**src/rtl/duty_cycle_setter.sv**
```systemverilog
// Debounced up/down push-button duty setter with saturating, registered output.
// Define DUTY_SETTER_AUTOREPEAT_EN to enable hold-to-repeat (DELAY/REPEAT states).
module duty_cycle_setter #(
   parameter int WIDTH           = 10,
   parameter int MAX_VALUE       = 1000,
   parameter int MIN_VALUE       = 0,
   parameter int RESET_VALUE     = 0,
   parameter int STEP            = 1,
   parameter int DEBOUNCE_CYCLES = 500000,
   parameter int REPEAT_DELAY    = 25000000,
   parameter int REPEAT_PERIOD   = 5000000
) (
   input  logic             clk,
   input  logic             rst,
   input  logic             btn_up,
   input  logic             btn_down,
   output logic [WIDTH-1:0] duty,
   output logic             duty_changed,
   output logic             at_max,
   output logic             at_min
);
   localparam int DB_W = $clog2(DEBOUNCE_CYCLES + 1);
   localparam logic [DB_W-1:0] DB_LAST = DB_W'(DEBOUNCE_CYCLES - 1);
   localparam logic [WIDTH:0] MAX_X  = (WIDTH+1)'(MAX_VALUE);
   localparam logic [WIDTH:0] MIN_X  = (WIDTH+1)'(MIN_VALUE);
   localparam logic [WIDTH:0] STEP_X = (WIDTH+1)'(STEP);
   localparam logic [1:0] CMD_NONE = 2'b00;
   localparam logic [1:0] S_IDLE   = 2'd0;
`ifdef DUTY_SETTER_AUTOREPEAT_EN
   localparam logic [1:0] S_DELAY  = 2'd1;
   localparam logic [1:0] S_REPEAT = 2'd2;
   localparam int RC_MAX = (REPEAT_DELAY > REPEAT_PERIOD) ? REPEAT_DELAY : REPEAT_PERIOD;
   localparam int RC_W   = $clog2(RC_MAX + 1);
   localparam logic [RC_W-1:0] RC_DELAY_LAST  = RC_W'(REPEAT_DELAY - 1);
   localparam logic [RC_W-1:0] RC_PERIOD_LAST = RC_W'(REPEAT_PERIOD - 1);
`else
   localparam logic [1:0] S_HELD   = 2'd3;
`endif

   generate
      if (MAX_VALUE >= 2**WIDTH || MIN_VALUE > MAX_VALUE || RESET_VALUE < MIN_VALUE ||
          RESET_VALUE > MAX_VALUE || DEBOUNCE_CYCLES < 1 || REPEAT_DELAY < 1 ||
          REPEAT_PERIOD < 1) begin : g_bad_params
         $error("duty_cycle_setter: inconsistent parameters");
      end
   endgenerate

   // Bit 0 is the up button, bit 1 the down button throughout.
   logic [1:0]            r_sync1, r_sync2, r_deb;
   logic [1:0][DB_W-1:0]  r_dbc;

   always_ff @(posedge clk) begin
      if (!rst) begin
         r_sync1 <= '0;
         r_sync2 <= '0;
         r_deb   <= '0;
         r_dbc   <= '0;
      end else begin
         r_sync1 <= {btn_down, btn_up};
         r_sync2 <= r_sync1;
         for (int i = 0; i < 2; i++) begin
            if (r_sync2[i] == r_deb[i]) begin
               r_dbc[i] <= '0;
            end else if (r_dbc[i] == DB_LAST) begin
               r_deb[i] <= r_sync2[i];
               r_dbc[i] <= '0;
            end else begin
               r_dbc[i] <= r_dbc[i] + 1'b1;
            end
         end
      end
   end

   // Debounced levels double as the command code; both pressed collapses to NONE.
   logic [1:0] w_cmd;
   assign w_cmd = (r_deb == 2'b11) ? CMD_NONE : r_deb;

   logic [1:0] r_state, w_state_nx;
   logic [1:0] r_dir, w_dir_nx;
   logic       w_step;
`ifdef DUTY_SETTER_AUTOREPEAT_EN
   logic [RC_W-1:0] r_rcnt, w_rcnt_nx;
`endif

   always_comb begin
      w_step     = 1'b0;
      w_state_nx = r_state;
      w_dir_nx   = r_dir;
`ifdef DUTY_SETTER_AUTOREPEAT_EN
      w_rcnt_nx  = r_rcnt;
`endif
      if (w_cmd == CMD_NONE) begin
         w_state_nx = S_IDLE;
`ifdef DUTY_SETTER_AUTOREPEAT_EN
         w_rcnt_nx  = '0;
`endif
      end else if (r_state == S_IDLE || w_cmd != r_dir) begin
         w_step   = 1'b1;
         w_dir_nx = w_cmd;
`ifdef DUTY_SETTER_AUTOREPEAT_EN
         w_state_nx = S_DELAY;
         w_rcnt_nx  = '0;
`else
         w_state_nx = S_HELD;
`endif
      end
`ifdef DUTY_SETTER_AUTOREPEAT_EN
      else if (r_state == S_DELAY) begin
         if (r_rcnt == RC_DELAY_LAST) begin
            w_step     = 1'b1;
            w_state_nx = S_REPEAT;
            w_rcnt_nx  = '0;
         end else begin
            w_rcnt_nx  = r_rcnt + 1'b1;
         end
      end else if (r_state == S_REPEAT) begin
         if (r_rcnt == RC_PERIOD_LAST) begin
            w_step    = 1'b1;
            w_rcnt_nx = '0;
         end else begin
            w_rcnt_nx = r_rcnt + 1'b1;
         end
      end
`endif
   end

   always_ff @(posedge clk) begin
      if (!rst) begin
         r_state <= S_IDLE;
         r_dir   <= CMD_NONE;
`ifdef DUTY_SETTER_AUTOREPEAT_EN
         r_rcnt  <= '0;
`endif
      end else begin
         r_state <= w_state_nx;
         r_dir   <= w_dir_nx;
`ifdef DUTY_SETTER_AUTOREPEAT_EN
         r_rcnt  <= w_rcnt_nx;
`endif
      end
   end

   // One extra bit keeps duty+STEP from wrapping; the lower clamp is checked before subtracting.
   logic [WIDTH:0]   w_ext, w_up, w_sel;
   logic [WIDTH-1:0] w_next;
   logic [WIDTH-1:0] r_duty;
   logic             r_chg, r_max, r_min;

   assign w_ext = {1'b0, r_duty};
   assign w_up  = w_ext + STEP_X;
   always_comb begin
      w_sel = w_ext;
      if (w_step) begin
         if (w_cmd == 2'b01) w_sel = (w_up > MAX_X) ? MAX_X : w_up;
         else                w_sel = (w_ext < MIN_X + STEP_X) ? MIN_X : (w_ext - STEP_X);
      end
   end
   assign w_next = WIDTH'(w_sel);

   always_ff @(posedge clk) begin
      if (!rst) begin
         r_duty <= WIDTH'(RESET_VALUE);
         r_chg  <= 1'b0;
         r_max  <= (RESET_VALUE == MAX_VALUE);
         r_min  <= (RESET_VALUE == MIN_VALUE);
      end else begin
         r_duty <= w_next;
         r_chg  <= w_step && (w_next != r_duty);
         r_max  <= (w_next == WIDTH'(MAX_VALUE));
         r_min  <= (w_next == WIDTH'(MIN_VALUE));
      end
   end

   assign duty         = r_duty;
   assign duty_changed = r_chg;
   assign at_max       = r_max;
   assign at_min       = r_min;
endmodule

```
**config.mk**
```make
export PLATFORM = sky130hd
export DESIGN_NAME = duty_cycle_setter
export DESIGN_NICKNAME = d
export VERILOG_FILES = /design/src/rtl/duty_cycle_setter.sv
export SDC_FILE = /design/constraint.sdc
export NUM_CORES = 1
export LEC_CHECK = 0
export CAP_MARGIN = 15
export CELL_PAD_IN_SITES_DETAIL_PLACEMENT = 2
export CELL_PAD_IN_SITES_GLOBAL_PLACEMENT = 2
export CORE_MARGIN = 8
export CORE_UTILIZATION = 33
export DETAILED_ROUTE_END_ITERATION = 10
export GPL_TIMING_DRIVEN = 0
export PLACE_DENSITY_LB_ADDON = 0.1
export SYNTH_ARGS = -nofsm -noshare
export SYNTH_HDL_FRONTEND = slang
export SYNTH_SLANG_ARGS = --single-unit
```
**constraint.sdc**
```tcl
create_clock -name clk -period 2.75 [get_ports clk]
set_input_delay 0.4125 -clock clk [delete_from_list [all_inputs] [get_ports clk]]
set_output_delay 0.4125 -clock clk [all_outputs]
set_load 0.05 [all_outputs]
```
# Word-level counts from Yosys, hierarchy flattened
# Index checks and enable logic that the tools add are counted.
[op_classes]
add_sub_neg = 4
n_lt_le_gt_ge = 2
n_eq_ne = 9
mux = 7
n_bitwise = 4
n_reduce_logical = 11
[ops]
columns = ["operator", "n"]
rows = [
  ["two-way mux 10 bit", 4],
  ["adder 19 x 1 -> 19 bit (second input constant)", 2],
  ["equality test 19 bit (second input constant)", 2],
  ["adder 10 x 1 -> 11 bit (second input constant)", 1],
  ["> comparator 11 x 10 -> 1 bit (second input constant)", 1],
  ["equality test 10 bit (second input constant)", 1],
  ["logical NOT 10 bit", 1],
  ["< comparator 10 x 1 -> 1 bit (second input constant)", 1],
  ["!= test 10 bit", 1],
  ["subtractor 10 x 1 -> 10 bit (second input constant)", 1],
  ["AND reduction 2 bit", 3],
  ["OR reduction 3 bit", 2],
  ["logical NOT 2 bit", 2],
  ["inverter 1 bit", 4],
  ["equality test 1 bit", 2],
  ["equality test 2 x 1 -> 1 bit (second input constant)", 1],
  ["equality test 2 bit (second input constant)", 1],
  ["two-way mux 1 bit", 2],
  ["two-way mux 2 bit", 1],
  ["!= test 2 bit", 1],
  ["OR reduction 2 bit", 1],
  ["logical AND 1 bit", 1],
  ["logical OR 1 bit", 1],
]
[word_totals]
ff_bits = 60
in_bits = 4
out_inout_bits = 13
elab_cells = 49

# Logic depth before layout (Yosys ltp)
# Gate-level depths: netlist of run 1.
[depth]
word_depth = 9
depth_mapped = 12
mapped_depth_nobuf = 10

# Worst setup path before layout of run 1
# Ideal clock, no wire load.
[synth_path]
path_type = "register -> register"
from = "reg r_duty[1] (netlist: duty[1])"
to = "reg r_chg (netlist: duty_changed)"
setup_ns = 0.122
arrival_ns = 3.103
t_required_ns = 2.628
slack_ns = -0.474
stages_incl_launch_ff = 13
path_buffers = 2
period_less_slack_ns = 3.224
path_cell_list = "dfxtp_1 buf_2 inv_1 ha_1 nor4b_2 and3_1 buf_4 o21a_1 o31a_1 o41a_1 a211oi_1 o211ai_1 o311a_1"
[synth_via]
elab_chain_len = 7
word_cells_on_any_way = 10
cone_classes = "2 x add/sub; 2 x order compare; 1 x eq/ne; 4 x mux; 1 x reduce/logical"
[synth_lines]
columns = ["element", "line", "text"]
rows = [
  ["start: declaration", "146", "logic [WIDTH-1:0] r_duty;"],
  ["start signal: assignment", "162", "r_duty <= WIDTH'(RESET_VALUE);"],
  ["start signal: assignment", "167", "r_duty <= w_next;"],
  ["adder 10 x 1 -> 11 bit", "150", "assign w_up = w_ext + STEP_X;"],
  ["> comparator 11 x 10 -> 1 bit", "154", "if (w_cmd == 2'b01) w_sel = (w_up > MAX_X) ? MAX_X : w_up;"],
  ["two-way mux 10 bit (2 in a row)", "154", ""],
  ["two-way mux 10 bit", "153", "if (w_step) begin"],
  ["!= test 10 bit *", "168", "r_chg <= w_step && (w_next != r_duty);"],
  ["logical AND 1 bit *", "168", ""],
  ["end signal: assignment", "168", ""],
  ["end: declaration", "147", "logic r_chg, r_max, r_min;"],
]
# Every way passes the cells marked *; elsewhere a longest branch is shown, timed or not.
# A chain may end at the register's enable or synchronous reset.

# Final worst setup path of run 1
[layout_path]
from = "reg r_duty[0] (netlist: duty[0])"
to = "reg r_max (netlist: at_max)"
[layout_via]
elab_chain_len = 6
word_cells_on_any_way = 9
cone_classes = "2 x add/sub; 2 x order compare; 1 x eq/ne; 4 x mux"
[layout_lines]
columns = ["element", "line", "text"]
rows = [
  ["adder 10 x 1 -> 11 bit", "150", ""],
  ["> comparator 11 x 10 -> 1 bit", "154", ""],
  ["two-way mux 10 bit (2 in a row)", "154", ""],
  ["two-way mux 10 bit *", "153", ""],
  ["equality test 10 bit *", "169", "r_max <= (w_next == WIDTH'(MAX_VALUE));"],
  ["end signal: assignment", "164", "r_max <= (RESET_VALUE == MAX_VALUE);"],
  ["end signal: assignment", "169", ""],
  ["end: declaration", "147", ""],
]
# Marks and branches as above.

==> summary.txt, run 1 <==
Pwr
  • Clock share of power: a little under half
  • Highest ir drop seen on vdd: around 0.22 mV
  • Pleak: approximately 1.5 nW
  • Int Power: 1.23 mW
  • Comb power frac: under 10%
  • Part of the power in registers: 53.4%
  • Sw Share: between 20 and 25%
  • Pwr Density: around 380 mW/mm2
  • Switch Pwr: 0.401 mW

STA
  • RSZ-0062 raised after global routing: yes
  • Hold slack final: approximately 0.43 ns
  • Tcrit/Tclk final: 101%
  • Final hold vios: 0
  • Final setup fails: 2
  • Least-Margin Pin Slew: between 0.6 and 0.7 ns
  • Worst Skew: 0.0168 ns
  • Worst slew margin: 58.8%
  • Slack of the critical path: -0.0174 ns
  • Final Slew Violations: 0
  • Highest Clock Rate: approximately 360 MHz
  • Clock period minus worst slack: 2.77 ns

Yosys
  • Syn Nets: 452
  • EDFF count, synth: 0
  • Mean Syn Cell Area: just under 8 um2
  • Synth Register Bits: 60
  • Sequential fraction of the synthesis area: roughly a third
  • Mapped Area: between 0.003 and 0.004 mm2
  • Ys async rst share: 0%
  • Yosys warns: 0
  • Dominant synthesized flop cell: dfxtp_1
  • Cell count after synthesis: about 440
  • Post-synth cell types: between 50 and 60

Run status
  • Status: finished, violations left
  • Failing checks: negative setup slack

Drt
  • Detailed-router iteration count before antenna repair: 4
  • Routed vias/inst: roughly 5.4
  • Post-Route WL: 11,800 um
  • ANT nets after route: 0
  • Total number of vias: 3,370
  • Drt drc: 0
  • DRT iter0 DRCs: 97
  • Routed WL per cell: around 19 um

Placed design
  • Final HPWL DP: between 8000 and 9000 um
  • RD Place Congestion: approximately 0.81
  • IO buf count: 16
  • Dpl cells: between 500 and 600

Worst hold path
  • Hold WC Path Type: flip-flop to flip-flop
  • Hold Path Stages: 1

Worst setup path
  • Crit path launch type: flip-flop
  • Critical path peak fanout: 5
  • Worst R2R Setup Slack: -0.02 ns
  • Crit path kind: flip-flop to flip-flop
  • Critical Path AT: about 3.1 ns
  • Critical path endpoint category: flip-flop
  • R2R cell count: 12
  • Worst EP required: 3.03 ns

Global routing
  • Vias in the first global route: 3,691
  • Initial antenna violation count: 0
  • Total GRT Usage: about 17%
  • First-pass GRT wire length: roughly 19,000 um
  • Largest net degree at the start of global routing: 12
  • Gr ovfl total: 0

Floorplanning
  • Die width: approximately 120 um
  • DIE AREA: 0.0142 mm2
  • Core area: around 0.010 mm2
  • Die Y: 119 um
  • I/O pin total: 17
  • Row cnt: 37
  • Starting Density: between 30% and 40%

Clocking
  • Cts hold-fix bufs: 0
  • Clock network latency to the later pin of the worst-skew pair: between 0.3 and 0.4 ns
  • Max clock buf depth: 2
  • Total CTS buffers: 9
  • CTS tree: built
  • Clk sinks: 60
  • H-tree Lvls: 3
  • Root buf cell: clkbuf_8
  • Reg clk slew, reported paths: 0.08 ns

Layout
  • Synthesis-to-layout area growth: 24.0%
  • Layout cell share with drive strength beyond 1: a little under a fifth
  • Finished Layout Cells: roughly 620
  • Fin nets: 488
  • Antenna cell count: 0

Run
  • # Max-Cap Violations: 0
timing repair:
action | 4_1_cts | 5_1_grt
gates resized for setup | 23 | 29
pin swaps | 8 | 7
setup buffers | 9 | 5
setup endpoints to repair | 7 | 13
endpoints found under the hold margin | 0 | 0
gates cloned | 0 | 0
metrics by stage:
step	area (um2)	worst slack [ns]	utilization, %	power (mW)	setup TNS, ns
finish	4350	-0.0174	42.1	1.63	-0.0205
floorplan	3550	-0.0128	-	0.903	-0.0128
global route	4350	-0.0909	42.1	1.71	-0.263
global placement	3880	-0.382	37.6	0.914	-1.29
detailed placement	3880	-0.432	37.6	0.915	-1.67
CTS	4200	0.00366	40.7	1.67	0
state kept, by name, summed over array words and instances (netlist names):
| register | cells |
|---|---|
| r_dbc | 38 |
| duty | 10 |
| r_deb | 2 |
| r_dir | 2 |
| r_sync1 | 2 |
| r_sync2 | 2 |
| at_max | 1 |
| at_min | 1 |
| duty_changed | 1 |
| r_state | 1 |
synthesized netlist by cell type (2+ instances only):
master    number  area share [%]
nor2_1        71             7.6
dfxtp_1       60              34
nand2_1       29             3.1
nand3_1       24             3.4
a21oi_1       23             3.3
xor2_1        21             5.2
o21ai_0       18             2.6
clkbuf_1      15             1.6
inv_1         14             1.5
xnor2_1       14             3.5
and3_1        13             2.3
and2_1        10             1.8
or3_1         10             1.8
nor3_1         9             1.3
buf_2          8             1.1
a31oi_1        7             1.2
a211oi_1       6             1.3
ha_1           6             2.1
mux2i_1        6             1.7
nor2b_1        5            0.89
nor4_1         5            0.89
nor4b_1        5             1.2
a21o_1         4            0.86
buf_4          4            0.86
o31ai_1        4            0.86
a211o_1        3            0.75
buf_6          3            0.96
nand4_1        3            0.54
o211ai_1       3            0.64
a22oi_1        2            0.43
a31o_2         2            0.50
a32o_1         2            0.57
and4_1         2            0.50
nand2b_1       2            0.36
nand3_2        2            0.57
nand4b_1       2            0.50
nor4b_2        2            0.86
o22a_1         2            0.50
o22ai_1        2            0.36
o41a_1         2            0.64
or3_4          2            0.64
layer usage:
metal  up-vias  track usage [%]  part of all wire, %
li1       1620                -                    -
met1      1695             20.2                   46
met2        40             29.0                   50
met3        15             3.59                  2.7
met4         0             5.45                  1.5
met5         -                0                    0
power by group through the flow:
stage | sequential, mW | combinational, mW | clock (mW)
2_1_floorplan | 0.891 | 0.0116 | 0
3_3_place_gp | 0.892 | 0.0223 | 0
3_5_place_dp | 0.892 | 0.0229 | 0
4_1_cts | 0.872 | 0.0231 | 0.771
5_1_grt | 0.872 | 0.0251 | 0.815
6_report | 0.872 | 0.0222 | 0.739
critical path, stage by stage, from the launching register on:
cell and delay (ns):
dfxtp_4 0.37, buf_8 0.13, inv_6 0.05, ha_4 0.15, buf_4 0.13, or4b_4 0.48, buf_6 0.14, or3_1 0.36
nor2_1 0.12, o21ai_0 0.11, a22o_1 0.26, a211o_1 0.27, nor3_2 0.10
final timing paths:
path / start / endpoint
max: duty[0]$_SDFF_PN0_ / at_max$_SDFF_PN0_
min: r_sync1[1]$_SDFF_PN0_ / r_sync2[1]$_SDFF_PN0_
min reg2reg: r_sync1[1]$_SDFF_PN0_ / r_sync2[1]$_SDFF_PN0_
max reg2reg: duty[0]$_SDFF_PN0_ / at_max$_SDFF_PN0_
cell type report:
| cell class | count | area [um2] |
|---|---|---|
| plain buffers | 25 | 166 |
| clock buffers | 11 | 141 |
| clock inverters | 5 | 35.0 |
| fillers | 1177 | 5970 |
| inverters | 14 | 62.6 |
| multi-input cells | 338 | 2290 |
| flip-flops and latches | 60 | 1220 |
| well taps | 136 | 170 |
| repair buffers | 30 | 269 |
layout by cell type, fill, tap and decap left out, drive strengths merged, types with 3 or more instances in the layout:
| master | instances |
|---|---|
| a211o | 3 |
| ha | 6 |
| nor4 | 6 |
| o211ai | 3 |
| a211oi | 6 |
| nor2b | 5 |
| buf | 28 |
| a31oi | 7 |
| nand4 | 3 |
| nor4b | 7 |
| xor2 | 21 |
| o21ai | 18 |
| and3 | 13 |
| xnor2 | 14 |
| nand2 | 29 |
| o31ai | 4 |
| or3 | 12 |
| clkbuf | 22 |
| clkdlybuf4s50 | 16 |
| nor3 | 10 |
| and2 | 11 |
| dfxtp | 60 |
| mux2i | 6 |
| a21oi | 23 |
| inv | 16 |
| nand3 | 26 |
| nor2 | 71 |
| a21o | 4 |
kinds of logic after synthesis:
| group | after synthesis | share of synthesized area (%) |
|---|---|---|
| and+or+nand+nor | 202 | 30.0 |
| AOI/OAI and AO/OA | 89 | 17.2 |
| DFF | 60 | 34.2 |
| buffers and inverters | 44 | 6.06 |
| xor gates and xnor gates | 35 | 8.74 |
| muxes | 6 | 1.71 |
| adders and majority gates | 6 | 2.14 |
Note: power is estimated with default switching activity, not from simulation.
==> inputs of run 2 (changes only) <==
==> constraint.sdc (replaced) <==
create_clock -name clk -period 2.75 [get_ports clk]
set_input_delay 0.4125 -clock clk [delete_from_list [all_inputs] [get_ports clk]]
set_output_delay 0.4125 -clock clk [all_outputs]
set_load 0.1 [all_outputs]
==> run 2 against run 1 <==
The flow still finishes with violations (negative setup slack). Count of clock-buffer cells in the layout grew 2. Fmax fell by 2.2%. Sequential cell count did not move. Sequential power barely moved. Die area stayed put. Critical path depth is the same. Power up 19%. Global-route usage about the same. Final area fell by 0.11%. Largest power group is now the clock network.
==> summary.txt, run 2 (synthesized netlist as in run 1, its figures left out) <==
Run status
  • Status: finished, violations left (unchanged)
  • Failing checks: negative setup slack (unchanged)

Layout
  • Antenna cell count: 0 (unchanged)
  • Top reg by flops: r_dbc (unchanged)
  • Synthesis-to-layout area growth: 23.8% (was 24.0%)
  • Most frequent cells in the layout: 69 x nor2_1, 49 x dfxtp_1, 29 x nand2_1 (was 69 x nor2_1, 52 x dfxtp_1, 28 x nand2_1)
  • Max reg flops: 38 (unchanged)
  • Area taken by multi-input logic gates: 0.00222 mm2 (was 0.00229 mm2)
  • Layout cell share with drive strength beyond 1: 17.1% (was 18.6%)
  • Commonest non-fill, non-tap cell in the layout: nor2_1 (unchanged)
  • Finished Layout Cells: 616 (was 619)
  • FILL cells: 1,185 (was 1,177)
  • Fin nets: 485 (was 488)
  • Util after Layout: 42.1% (about the same)
  • Flip-flop and latch area: 0.00122 mm2 (about the same)

Placed design
  • Dpl cells: 594 (unchanged)
  • RD Place Congestion: 0.816 (was 0.814)
  • Final HPWL DP: 8370 um (about the same)
  • IO buf count: 16 (unchanged)

Floorplanning
  • Die Y: 119 um (unchanged)
  • Starting Density: 34.0% (unchanged)
  • Die width: 119 um (unchanged)
  • Row cnt: 37 (unchanged)
  • Core area: 0.0103 mm2 (unchanged)
  • I/O pin total: 17 (unchanged)
  • DIE AREA: 0.0142 mm2 (unchanged)

STA
  • Worst Skew: 0.0152 ns (was 0.0168 ns)
  • Clock period minus worst slack: 2.83 ns (was 2.77 ns)
  • Tcrit/Tclk final: 103% (was 101%)
  • RSZ-0062 raised after global routing: yes (unchanged)
  • Hold slack final: 0.447 ns (was 0.435 ns)
  • Highest Clock Rate: 354 MHz (was 361 MHz)
  • Slack of the critical path: -0.0786 ns (was -0.0174 ns)
  • Final hold vios: 0 (unchanged)
  • Worst slew margin: 33.1% (was 58.8%)
  • Least-Margin Pin Slew: 1.00 ns (was 0.619 ns)
  • Final Slew Violations: 0 (unchanged)
  • Final setup fails: 2 (unchanged)

Pwr
  • Pwr Density: 446 mW/mm2 (was 375 mW/mm2)
  • Pleak: 1.56 nW (was 1.54 nW)
  • Total power draw: 1.94 mW (was 1.63 mW)
  • Highest ir drop seen on vdd: 0.302 mV (was 0.218 mV)

Drt
  • Routed vias/inst: 5.46 (was 5.44)
  • Metal2 WL: 5940 um (was 5880 um)
  • DRT iter0 DRCs: 140 (was 97)
  • Max layer used: met4 (unchanged)
  • Detailed-router iteration count before antenna repair: 4 (unchanged)
  • Total number of vias: 3,366 (was 3,370)
  • Post-Route WL: 11,500 um (was 11,800 um)
  • Routed WL per cell: 18.7 um (was 19.1 um)
  • Routed met3 length: 360 um (was 323 um)
  • ANT nets after route: 0 (unchanged)
  • Metal-1 WL: 5060 um (was 5460 um)
  • Drt drc: 0 (unchanged)

Worst hold path
  • Hold WC Path Type: flip-flop to flip-flop (unchanged)
  • Hold Path Stages: 1 (unchanged)

Global routing
  • Largest net degree at the start of global routing: 11 (was 12)
  • Total GRT Usage: 16.7% (was 16.8%)
  • Vias in the first global route: 3,648 (was 3,691)
  • Initial antenna violation count: 0 (unchanged)
  • First-pass GRT wire length: 19,100 um (was 19,300 um)
  • Gr ovfl total: 0 (unchanged)

Worst setup path
  • Critical path endpoint category: flip-flop (unchanged)
  • Critical Path AT: 3.06 ns (was 3.05 ns)
  • Crit path launch type: flip-flop (unchanged)
  • Worst EP required: 2.98 ns (was 3.03 ns)
  • R2R cell count: 12 (unchanged)
  • Crit path kind: flip-flop to flip-flop (unchanged)
  • Critical path peak fanout: 5 (unchanged)

Run
  • # Max-Cap Violations: 0 (unchanged)

Clocking
  • Clock network latency to the later pin of the worst-skew pair: 0.35 ns (was 0.36 ns)
  • Reg clk slew, reported paths: 0.07 ns (was 0.08 ns)
  • Cts hold-fix bufs: 0 (unchanged)
  • Root buf cell: clkbuf_8 (unchanged)
  • Total CTS buffers: 9 (unchanged)
  • H-tree Lvls: 3 (unchanged)
  • Max clock buf depth: 2 (unchanged)
  • CTS tree: built (unchanged)
  • Clk sinks: 60 (unchanged)
run 2: report_power, final:
group          internal, mW  switching, mW
Combinational       0.00816         0.0136
Clock                 0.683          0.360
Sequential            0.869        0.00199
Total                  1.56          0.375
run 2: final cells by class:
cell class | count | share of cell area, %
clock inverter | 3 | 2.07
buffer | 27 | 4.18
clock buffer | 13 | 3.92
inverter | 14 | 1.44
multi-input combinational | 338 | 51.1
sequential | 60 | 28.1
timing repair buffer | 25 | 5.24
tap | 136 | 3.92
run 2: what timing repair did:
| item | 4_1_cts | 5_1_grt |
|---|---|---|
| endpoints found under the hold margin | 0 | 0 |
| buffers inserted | 7 | 2 |
| gates resized for setup | 23 | 7 |
| pin swaps | 7 | 4 |
| setup endpoints to repair | 17 | 8 |
run 2: through the flow:
step	TNS, ns	worst slack (ns)	instance area [um2]
4_1_cts	-0.0763	-0.0553	4300
5_1_grt	-0.362	-0.162	4340
3_5_place_dp	-2.09	-0.522	3890
2_1_floorplan	-0.0102	-0.0102	3560
6_report	-0.0974	-0.0786	4340
3_3_place_gp	-1.57	-0.412	3890
run 2: routing by layer:
| metal | global-route usage (%) | vias up |
|---|---|---|
| met3 | 3.78 | 14 |
| met1 | 19.4 | 1694 |
| met2 | 29.8 | 42 |
| met4 | 5.53 | 0 |
| li1 | - | 1616 |
| met5 | 0 | - |
run 2: path summary, 6_finish.rpt:
kind / startpoint / end / slack [ns]
worst max-delay path: duty[1]$_SDFF_PN0_ / duty_changed$_SDFF_PN0_ / -0.08
worst min-delay path: r_sync1[1]$_SDFF_PN0_ / r_sync2[1]$_SDFF_PN0_ / 0.45
worst max register to register: duty[1]$_SDFF_PN0_ / duty_changed$_SDFF_PN0_ / -0.08
worst min register to register: r_sync1[1]$_SDFF_PN0_ / r_sync2[1]$_SDFF_PN0_ / 0.45
run 2: critical path, cell delays in order (launching register included):
cell	delay (ns)
dfxtp_4	0.36
buf_8	0.14
inv_6	0.06
ha_4	0.14
nor4b_4	0.32
and3_1	0.24
buf_6	0.13
nor2_4	0.03
o31a_1	0.23
o41a_1	0.43
a211oi_2	0.16
o211ai_1	0.13
o311a_1	0.33
==> inputs of run 3 (changes only) <==
--- a/config.mk
+++ b/config.mk
@@ -8,7 +8,7 @@
 export CAP_MARGIN = 15
 export CELL_PAD_IN_SITES_DETAIL_PLACEMENT = 2
 export CELL_PAD_IN_SITES_GLOBAL_PLACEMENT = 2
-export CORE_MARGIN = 8
+export CORE_MARGIN = 2
 export CORE_UTILIZATION = 33
 export DETAILED_ROUTE_END_ITERATION = 10
 export GPL_TIMING_DRIVEN = 0
==> run 3 against run 2 <==
The run still ends with negative setup slack left. Non-clock buffer count down 3. Clock skew down 0.0027 ns. Hold slack worse by 0.016 ns. Register-to-register slack better by 0.08 ns. Count of clock-buffer cells in the layout up 1. Sequential power about the same. First-iteration DRC count down 20%. Combinational power about the same. Clock power down 12%. Sequential cell count unchanged. Via count down 1.7%. Critical path type unchanged. Largest cell class unchanged.
==> summary.txt, run 3 (synthesized netlist as in run 1, its figures left out) <==
Floorplanning
  • Starting Density: 34.0% (unchanged)
  • DIE AREA: 0.0115 mm2 (was 0.0142 mm2)
  • Row cnt: 37 (unchanged)
  • Core area: 0.0103 mm2 (unchanged)
  • Die width: 107 um (was 119 um)
  • Die Y: 107 um (was 119 um)
  • I/O pin total: 17 (unchanged)

Worst setup path
  • CP cell instances: ha_2 -> nand4_1 -> nor4_2 -> nor3_2 -> o31a_4 -> o21ai_0 -> a22oi_1 -> or3_4 -> o41ai_2 (was buf_8 -> inv_6 -> ha_4 -> nor4b_4 -> and3_1 -> buf_6 -> nor2_4 -> o31a_1 -> o41a_1 -> a211oi_2 -> o211ai_1 -> o311a_1)
  • Slowest CP cell: or3_4 (was o41a_1)
  • Worst EP required: 2.98 ns (about the same)
  • Critical path peak fanout: 8 (was 5)
  • Critical Path AT: 2.98 ns (was 3.06 ns)
  • Crit path kind: flip-flop to flip-flop (unchanged)
  • Peak per-stage delay on the critical path: 0.43 ns (about the same)
  • Crit path launch type: flip-flop (unchanged)
  • Critical path endpoint category: flip-flop (unchanged)

Drt
  • Detailed-router iteration count before antenna repair: 4 (unchanged)
  • Routed WL per cell: 18.6 um (was 18.7 um)
  • Drt drc: 0 (unchanged)
  • Post-Route WL: 11,400 um (was 11,500 um)
  • Routed vias/inst: 5.40 (was 5.46)
  • Total number of vias: 3,309 (was 3,366)
  • DRT iter0 DRCs: 112 (was 140)
  • ANT nets after route: 0 (unchanged)

Placed design
  • RD Place Congestion: 0.828 (was 0.816)
  • Dpl cells: 594 (unchanged)
  • Final HPWL DP: 8160 um (was 8370 um)
  • Placement Cell Area: 0.00389 mm2 (unchanged)
  • IO buf count: 16 (unchanged)

Pwr
  • Pwr Density: 418 mW/mm2 (was 446 mW/mm2)
  • Pleak: 1.53 nW (was 1.56 nW)
  • Total power draw: 1.80 mW (was 1.94 mW)
  • Highest ir drop seen on vdd: 0.225 mV (was 0.302 mV)

Clocking
  • Reg clk slew, reported paths: 0.07 ns (about the same)
  • Clk sinks: 60 (unchanged)
  • H-tree Lvls: 3 (unchanged)
  • Cts hold-fix bufs: 0 (unchanged)
  • Total CTS buffers: 9 (unchanged)
  • Root buf cell: clkbuf_8 (unchanged)
  • CTS tree: built (unchanged)
  • Max clock buf depth: 2 (unchanged)
  • Clock network latency to the later pin of the worst-skew pair: 0.33 ns (was 0.35 ns)

STA
  • Slack of the critical path: -0.00121 ns (was -0.0786 ns)
  • Clock period minus worst slack: 2.75 ns (was 2.83 ns)
  • Setup Total Neg Slack: -0.00121 ns (was -0.0974 ns)
  • Worst Skew: 0.0125 ns (was 0.0152 ns)
  • Worst slew margin: 35.1% (was 33.1%)
  • Least-Margin Pin Slew: 0.971 ns (was 1.00 ns)
  • Highest Clock Rate: 363 MHz (was 354 MHz)
  • RSZ-0062 raised after global routing: yes (unchanged)
  • Final setup fails: 1 (was 2)
  • Final hold vios: 0 (unchanged)
  • Tcrit/Tclk final: 100% (was 103%)
  • Final Slew Violations: 0 (unchanged)

Layout
  • Top reg by flops: r_dbc (unchanged)
  • Synthesis-to-layout area growth: 23.0% (was 23.8%)
  • Fin nets: 482 (was 485)
  • Layout cell share with drive strength beyond 1: 17.4% (was 17.1%)
  • Antenna cell count: 0 (unchanged)
  • Finished Layout Cells: 613 (was 616)
  • Commonest non-fill, non-tap cell in the layout: nor2_1 (unchanged)
  • FILL cells: 1,172 (was 1,185)
  • Most frequent cells in the layout: 69 x nor2_1, 49 x dfxtp_1, 29 x nand2_1 (unchanged)
  • Final instance area: 0.00432 mm2 (was 0.00434 mm2)
  • Max reg flops: 38 (unchanged)

Global routing
  • Total GRT Usage: 20.7% (was 16.7%)
  • Initial antenna violation count: 0 (unchanged)
  • Largest net degree at the start of global routing: 11 (unchanged)
  • Gr ovfl total: 0 (unchanged)
  • First-pass GRT wire length: 18,700 um (was 19,100 um)
  • Vias in the first global route: 3,593 (was 3,648)

Worst hold path
  • Hold WC Path Type: flip-flop to flip-flop (unchanged)

Run
  • # Max-Cap Violations: 0 (unchanged)

Run status
  • Status: finished, violations left (unchanged)
  • Failing checks: negative setup slack (unchanged)
-- run 3: changes by cell type in the layout (fill, tap and decap cells not counted), moves of 2 or more --
cell / change
clkbuf_4: +2
buf_4: -2
clkbuf_1: -2
inv_6: -2
bufinv_16: -2
-- run 3: metal layers --
layer / vias up / wire length (um) / global-route usage (%)
met3: 7 / 257 / 3.71
met5: - / 0 / 0
met4: 0 / 95 / 4.36
met1: 1650 / 5350 / 26.8
met2: 31 / 5690 / 35.8
li1: 1621 / - / -
-- run 3: final timing paths --
| check | startpoint | slack [ns] | cells after the start | end |
|---|---|---|---|---|
| setup / recovery | duty[0]$_SDFF_PN0_ | -0.001 | 9 | at_min$_SDFF_PN1_ |
| hold / removal | r_sync1[0]$_SDFF_PN0_ | 0.43 | 1 | r_sync2[0]$_SDFF_PN0_ |
| setup reg to reg | duty[0]$_SDFF_PN0_ | -0.001 | 9 | at_min$_SDFF_PN1_ |
| hold reg to reg | r_sync1[0]$_SDFF_PN0_ | 0.43 | 1 | r_sync2[0]$_SDFF_PN0_ |
-- run 3: critical path: cells and delay by family (launching register included) --
kind | cells | cell delay [ns]
simple gates | 4 | 1.00
compound gates | 4 | 1.04
flops | 1 | 0.37
fa+ha+maj | 1 | 0.24
-- run 3: power breakdown --
group / internal (mW) / switching (mW)
sequential: 0.868 / 0.00209
combinational: 0.00820 / 0.0138
clock: 0.549 / 0.362
total: 1.43 / 0.378
-- run 3: area by class of cell --
cell class / instances / area, um2 / share of cell area, %
plain buffers: 26 / 173 / 4.00
well taps: 136 / 170 / 3.94
clock buffers: 14 / 194 / 4.49
multi-input cells: 338 / 2240 / 51.9
flip-flops and latches: 60 / 1220 / 28.4
clock inverters: 2 / 37.5 / 0.870
repair buffers: 23 / 213 / 4.93
inverters: 14 / 62.6 / 1.45
-- run 3: through the flow --
stage | utilization (%) | worst slack (ns) | hold WS [ns]
detailed placement | 37.7 | -0.404 | 0.434
floorplan | - | -0.0102 | 0.412
finish | 41.8 | -0.00121 | 0.431
CTS | 40.7 | -0.0505 | 0.438
global route | 41.8 | -0.117 | 0.446
global placement | 37.7 | -0.402 | 0.417
-- run 3: timing repair --
item | in CTS | in global routing
setup buffers | 2 | 5
pin swaps | 5 | 8
resized for setup | 14 | 26
cloned | 0 | 0
endpoints found under the setup margin | 18 | 14
